===== config.mk =====
export PLATFORM = sky130hd
export DESIGN_NAME = alu_issue_queue
export DESIGN_NICKNAME = d
export VERILOG_FILES = /design/src/rtl/alu_issue_queue.sv
export SDC_FILE = /design/constraint.sdc
export NUM_CORES = 1
export LEC_CHECK = 0
export CAP_MARGIN = 25
export CORE_MARGIN = 5
export CORE_UTILIZATION = 56
export CTS_CLUSTER_SIZE = 12
export DETAILED_ROUTE_END_ITERATION = 6
export DONT_BUFFER_PORTS = 1
export PLACE_DENSITY_LB_ADDON = 0.15
export SLEW_MARGIN = 10
export SYNTH_ARGS = -nofsm -noshare
export SYNTH_HDL_FRONTEND = slang
export SYNTH_SLANG_ARGS = --single-unit

===== constraint.sdc =====
create_clock -name clk -period 2.07 [get_ports clk]
set_input_delay 0.3105 -clock clk [delete_from_list [all_inputs] [get_ports clk]]
set_output_delay 0.3105 -clock clk [all_outputs]
set_load 0.01 [all_outputs]

===== src/rtl/alu_issue_queue.sv =====
// alu_issue_queue: command FIFO that feeds a combinational ALU, owns its state register and registers results.
// Optional macro OVF_HALT_EN: an issued result with overflow also halts issue.
module alu_issue_queue #(
    parameter int DEPTH = 4,
    parameter int WIDTH = 8
) (
    input  logic                     clk,
    input  logic                     reset,
    input  logic                     inValid,
    output logic                     inReady,
    input  logic [2:0]               inFunct,
    input  logic [WIDTH-1:0]         inA,
    input  logic [WIDTH-1:0]         inB,
    input  logic                     clrErr,
    output logic [2:0]               aluFunct,
    output logic [WIDTH-1:0]         aluA,
    output logic [WIDTH-1:0]         aluB,
    output logic [1:0]               aluCurrentState,
    input  logic [1:0]               aluNextState,
    input  logic [WIDTH-1:0]         aluOut,
    input  logic                     aluCarry,
    input  logic                     aluOverflow,
    output logic                     resValid,
    input  logic                     resReady,
    output logic [WIDTH-1:0]         resOut,
    output logic                     resCarry,
    output logic                     resOverflow,
    output logic [1:0]               resState,
    output logic                     halted,
    output logic [$clog2(DEPTH):0]   count
);
    localparam int AW = $clog2(DEPTH);
    typedef enum logic {RUN, HALT} halt_t;

    logic [2:0]       funct_mem [DEPTH];
    logic [WIDTH-1:0] a_mem [DEPTH];
    logic [WIDTH-1:0] b_mem [DEPTH];
    logic [AW-1:0]    head_q, tail_q;
    logic [AW:0]      count_q, count_d;
    logic [1:0]       state_q;
    halt_t            fsm_q;
    logic             res_valid_q, res_carry_q, res_ovf_q;
    logic [WIDTH-1:0] res_out_q;
    logic [1:0]       res_state_q;
    logic             empty, full, push, issue, err_hit;

    assign empty   = count_q == '0;
    assign full    = count_q == (AW+1)'(DEPTH);
    assign push    = inValid && !full;
    assign issue   = !empty && fsm_q == RUN && (!res_valid_q || resReady);
`ifdef OVF_HALT_EN
    assign err_hit = aluNextState == 2'd3 || aluOverflow;
`else
    assign err_hit = aluNextState == 2'd3;
`endif

    assign inReady         = !full;
    assign aluFunct        = empty ? '0 : funct_mem[head_q];
    assign aluA            = empty ? '0 : a_mem[head_q];
    assign aluB            = empty ? '0 : b_mem[head_q];
    assign aluCurrentState = state_q;
    assign resValid        = res_valid_q;
    assign resOut          = res_out_q;
    assign resCarry        = res_carry_q;
    assign resOverflow     = res_ovf_q;
    assign resState        = res_state_q;
    assign halted          = fsm_q == HALT;
    assign count           = count_q;

    // occupancy after this edge's push and pop
    always_comb begin
        count_d = count_q + (AW+1)'(push) - (AW+1)'(issue);
    end

    // command storage; contents are only meaningful between head and tail
    always_ff @(posedge clk) begin
        if (push) begin
            funct_mem[tail_q] <= inFunct;
            a_mem[tail_q]     <= inA;
            b_mem[tail_q]     <= inB;
        end
    end

    // FIFO pointers wrap naturally because DEPTH is a power of two
    always_ff @(posedge clk or posedge reset) begin
        if (reset) begin
            head_q  <= '0;
            tail_q  <= '0;
            count_q <= '0;
        end else begin
            count_q <= count_d;
            if (push) tail_q <= tail_q + 1'b1;
            if (issue) head_q <= head_q + 1'b1;
        end
    end

    // result register and ALU state register; an issue outranks clrErr
    always_ff @(posedge clk or posedge reset) begin
        if (reset) begin
            state_q     <= '0;
            res_valid_q <= 1'b0;
            res_out_q   <= '0;
            res_carry_q <= 1'b0;
            res_ovf_q   <= 1'b0;
            res_state_q <= '0;
        end else if (issue) begin
            state_q     <= aluNextState;
            res_valid_q <= 1'b1;
            res_out_q   <= aluOut;
            res_carry_q <= aluCarry;
            res_ovf_q   <= aluOverflow;
            res_state_q <= aluNextState;
        end else begin
            if (resReady) res_valid_q <= 1'b0;
            if (clrErr) state_q <= '0;
        end
    end

    // halt FSM: stop issuing after an error result until clrErr
    always_ff @(posedge clk or posedge reset) begin
        if (reset) begin
            fsm_q <= RUN;
        end else begin
            case (fsm_q)
                RUN:     if (issue && err_hit) fsm_q <= HALT;
                HALT:    if (clrErr) fsm_q <= RUN;
                default: fsm_q <= RUN;
            endcase
        end
    end
endmodule


Word level (Yosys, flattened, before mapping)
Memories as Yosys holds them, arrays and structs flattened.
Cells that the tools add are included.
W data, S select, Z words.

word-level totals
  bits in registers = 23
  bits in writable memories = 76
  input bits = 36
  output and inout port bits = 39
  word-level logic and storage cells = 43
  memories kept = 3

memory list
  memory     depth  width  rd ports  clocked after memory_dff  write ports  line  RTL
  a_mem      4      8      1         0                         1            36    logic [WIDTH-1:0] a_mem [DEPTH];
  b_mem      4      8      1         0                         1            37    logic [WIDTH-1:0] b_mem [DEPTH];
  funct_mem  4      3      1         0                         1            35    logic [2:0] funct_mem [DEPTH];

cells by class
  add/subtract/negate cells = 4
  eq/ne operators = 2
  muxes and demuxes = 12
  bitwise logic cells = 1
  reductions and logical operators = 11

operators by type and width
  cell                   number
  $mux W8                2
  $mux W1                6
  $add A2 B1 Y2 const B  2
  $logic_and A1 B1 Y1    4
  $mux W2                2
  $reduce_bool A2 Y1     2
  $add A3 B1 Y3          1
  $eq A3 B3 Y1 const B   1
  $logic_not A1 Y1       3
  $logic_not A3 Y1       1
  $mux W3                1
  $sub A3 B1 Y3          1
  $eq A2 B2 Y1 const B   1
  $pmux W1 S2            1
  $logic_or A1 B1 Y1     1
  $not A1 Y1             1

Longest topological paths before layout
  depth in word-level cells = 7
  mapped depth = 8
  mapped depth without buffers = 7

Least setup slack after synthesis
OpenSTA, ideal clock, no wires.

  path type = flip-flop to flip-flop
  from = register count_q[1], in the netlist count[1]
  to = register count_q[2], in the netlist count[2]
  setup time = 0.123 ns
  arrival = 1.995 ns
  data required time = 1.947 ns
  setup slack = -0.047 ns
  stages on the path, launching flop included = 9
  path buffers = 1
  clock period less this slack = 2.117 ns
  path through = dfrtp_1 > nor3_2 > nor3_4 > buf_4 > xnor2_1 > ha_1 > fa_1 > xnor2_1 > xnor2_1

between the ends
  word-level cells in the longest chain between the ends = 5
  elaborated cells on any way between the ends = 9
  those cells by class = add/sub: 2; eq/ne: 1; reduce/logical: 6

ends and longest elaborated chain
  item                                                         line    RTL
  start: declaration                                           39      logic [AW:0] count_q, count_d;
  start signal: assignment                                     91      count_q <= count_d;
  $eq A3 B3 Y1 / $logic_not A3 Y1 (equally long branches)      48, 47
  $logic_not A1 Y1 (on tied branches)                          49, 50
  $logic_and A1 B1 Y1 (on tied branches)                       49, 50
  $add A3 B1 Y3 / $logic_and A1 B1 Y1 (equally long branches)  72, 50
  $sub A3 B1 Y3 *                                              72      count_d = count_q + (AW+1)'(push) - (AW+1)'(issue);
  named net count_d[2]                                         39

The timed path passes the listed nets; every way through them passes the cells marked *.
A chain may end at the register's enable or synchronous reset.

Worst setup path after layout
Same ends and word-level chain as after synthesis.

==> metrics.md <==
| Metric | Value |
|---|---|
| Run status | `finished clean` |
| Final min period | `1.98 ns` |
| Post-Synthesis Net Count | `235` |
| Most instantiated library cell after synthesis | `sky130_fd_sc_hd__edfxtp_1` |
| Number of warnings printed during yosys synthesis | `0` |
| Number of DRC markers after the initial detailed-route iteration | `60` |
| CTS Hold Buffers Added | `0` |
| Number of nets in the layout | `248` |
| Fin area | `0.00427 mm²` |
| Worst hold slack | `0.0197 ns` |
| Launch point of the critical path | `count[1]$_DFF_PP0_` |
| Final weighted congestion in routability-driven placement | `0.756` |
| Sequential element share of the synthesized area | `73.2%` |
| Number of buffers inserted during clock tree synthesis | `9` |
| Count of H-tree levels built during CTS | `3` |
| Standard cell area after detailed placement | `roughly 0.004 mm²` |
| Kind of start point of the critical path | `flip-flop` |
| Most area-consuming cells after synthesis | `sky130_fd_sc_hd__edfxtp_1, sky130_fd_sc_hd__dfrtp_1, sky130_fd_sc_hd__mux4_2` |
| Clock buffer depth | `2` |
| Async set or reset register ratio after synthesis | `a little under a quarter` |
| Worst IR Drop VDD | `a little under 800 µV` |
| Largest net degree at the start of global routing | `24` |
| CTS Sinks | `99` |
| Number of antenna violations at the first check in global routing | `0` |
| Post-synthesis instance total | `193` |
| Flop2flop setup slack | `0.09 ns` |
| Hold/Removal Path Class | `input port to asynchronous set/reset pin` |
| Avg Synthesized Cell Area | `approximately 20 µm²` |
| Final ANT Viol Nets | `0` |
| Power per cell area | `1460 mW/mm²` |
| WL per Instance | `21.0 µm` |
| Worst setup path category | `flip-flop to flip-flop` |
| Number of enable flip-flop cells after synthesis | `76` |
| Diodes inserted | `0` |
| Cell taking the most area after synthesis | `sky130_fd_sc_hd__edfxtp_1` |
| Vert. Die Dim | `93.5 µm` |
| HPWL after detailed placement | `around 4300 µm` |
| Share of the clock period used by the worst path after layout | `95.8%` |
| Count of cells resized by post-cts repair | `0` |
| Netlist area before placement | `around 0.0039 mm²` |
| Leakage power of the design | `1.51 nW` |
| Endpoint of the lowest-slack register-to-register path | `count[2]$_DFF_PP0_` |
| CP max FO | `3` |
| Total gr overflow | `0` |
| Worst Clk Skew | `approximately 0.013 ns` |
| Share of cells above drive strength 1 | `between 20% and 30%` |
| Number of buffers inserted by port buffering | `0` |
| Global-route wire length before repair | `10400 µm` |
| DRC Markers | `0` |
| Design Power | `0.00622 W` |
| Pins Over Slew Limit | `0` |
| Clock transition time at the flip-flop clock pins of the worst setup and hold paths | `0.08 ns` |
| Via count of the first global-routing pass | `1938` |
| Via density per instance | `5.60` |
| Root cell of the clock tree | `sky130_fd_sc_hd__clkbuf_8` |
| Number of core rows | `30` |
| Tightest slew margin relative to the limit | `44.4%` |
| Number of buffers inserted by post-CTS setup repair | `0` |
| Hold Vio Cnt, Final | `0` |
| Count of vias placed by the detailed router | `1718` |
| Yosys top cell area share | `58.4%` |
| Worst-margin pin slew | `0.833 ns` |
| Beginning of the worst register-to-register path | `count[1]$_DFF_PP0_` |
| All-layer global routing usage | `16.1%` |
| Area growth from synthesis to final layout | `9.23%` |
| Area of the die | `0.00874 mm²` |
| Sum Neg Setup Slack | `0 ns` |
| Achievable frequency | `0.504 GHz` |
| Cells after DPL | `291` |
| Ranking of synthesized cells by instance count | `sky130_fd_sc_hd__edfxtp_1, sky130_fd_sc_hd__dfrtp_1, sky130_fd_sc_hd__nor2b_1, sky130_fd_sc_hd__mux4_2, sky130_fd_sc_hd__mux2_1` |
| Floorplan core area | `0.00679 mm²` |
| Worst Path Required | `about 2.3 ns` |
| Number of standard cells in the final layout excluding fillers | `about 310` |
| Clock latency reported for the late side of the worst-skew pair | `0.35 ns` |
| Total of max-cap violations | `0` |
| Cell variety after synth | `25` |
| Unrepaired setup endpoints after global routing | `true` |
| Commonest register cell after synthesis | `sky130_fd_sc_hd__edfxtp_1` |
| Worst path arrival time | `between 2 and 2.5 ns` |
| First-pass iteration count of the detailed router | `4` |
| Die W | `93.5 µm` |
| Number of cells on the worst reg-to-reg path | `7` |
| Final setup viols | `0` |
| Initial cell density of the core | `roughly 57%` |
| Total detailed-routing wirelength | `6430 µm` |
| Count of pins on the block boundary | `75` |
| Endpoint type of the worst setup path | `flip-flop` |
| Register bit total from synthesis | `99` |
| Critical Path Sink | `count[2]$_DFF_PP0_` |
| CTS tree | `done` |
==> cell families (layout without fill, tap and decap cells) <==
logic type,count (synthesis),after routing,synth area share [%]
adders and majority gates,6,6,2.11
DFF,99,99,73.2
buffers and inverters,13,31,1.70
xor gates and xnor gates,6,6,1.35
muxes,34,34,15.4
AOI/OAI and AO/OA,2,2,0.449
and+or+nand+nor,33,33,5.83
==> flip-flops by register name, indices dropped and copies added (netlist names) <==
name / count
funct_mem: 12
halted: 1
resState: 2
aluCurrentState: 2
tail_q: 2
count: 3
a_mem: 32
resOut: 8
b_mem: 32
resValid: 1
resOverflow: 1
resCarry: 1
head_q: 2
==> layout by cell type (no fill, tap or decap), drive strengths merged, types with 5 or more instances in the layout <==
master / count
edfxtp: 76
dfrtp: 23
nor2b: 22
mux4: 19
mux2: 15
clkbuf: 13
buf: 10
inv: 5
ha: 5
==> where the power goes <==
| group | internal, W | switching, W | total, W | leakage (nW) |
|---|---|---|---|---|
| clock network | 0.000590 | 0.000589 | 0.00118 | 0.0974 |
| registers | 0.00270 | 0.000311 | 0.00301 | 0.966 |
| logic | 0.000965 | 0.00107 | 0.00203 | 0.444 |
==> worst max-delay path, stage by stage, from the launching register on <==
cell,delay (ns)
sky130_fd_sc_hd__dfrtp_1,0.43
sky130_fd_sc_hd__or3b_1,0.42
sky130_fd_sc_hd__nand2_1,0.12
sky130_fd_sc_hd__xnor2_1,0.08
sky130_fd_sc_hd__ha_1,0.21
sky130_fd_sc_hd__fa_2,0.35
sky130_fd_sc_hd__xnor2_2,0.14
sky130_fd_sc_hd__xnor2_1,0.12
==> per-stage QoR <==
step	setup slack, ns	util (%)
finish	0.0866	62.8
floorplan	0.0265	-
global placement	0.195	59.9
detailed placement	0.108	59.9
global route	-0.0368	62.8
CTS	0.0580	62.7
==> layer usage <==
| layer | GRT usage, % | vias to the layer above | part of all wire (%) |
|---|---|---|---|
| met5 | 0 | - | 0 |
| met2 | 27.0 | 67 | 52 |
| met1 | 18.4 | 880 | 38 |
| met3 | 6.11 | 10 | 8.8 |
| met4 | 6.96 | 0 | 1.4 |
| li1 | - | 761 | - |
==> cell type report <==
class	instances	area, µm²
timing repair buffer	10	75.1
multi-input combinational	81	1000
inverter	5	18.8
fill	470	2530
tap	96	120
sequential	99	2860
clock inverter	3	40.0
clock buffer	13	149
==> how the worst min path moves through the flow <==
stage	start	to	slack [ns]
after floorplan	reset	aluCurrentState[0]$_DFFE_PP0P_	0.31
after global placement	reset	count[2]$_DFF_PP0_	0.38
after detailed placement	reset	resOut[4]$_DFFE_PP0P_	0.41
after CTS	reset	aluCurrentState[1]$_DFFE_PP0P_	0.03
after global routing	inA[4]	a_mem[1][4]$_DFFE_PP_	0.03
final	reset	resOut[7]$_DFFE_PP0P_	0.02
Note: power is estimated with default switching activity, not from simulation.
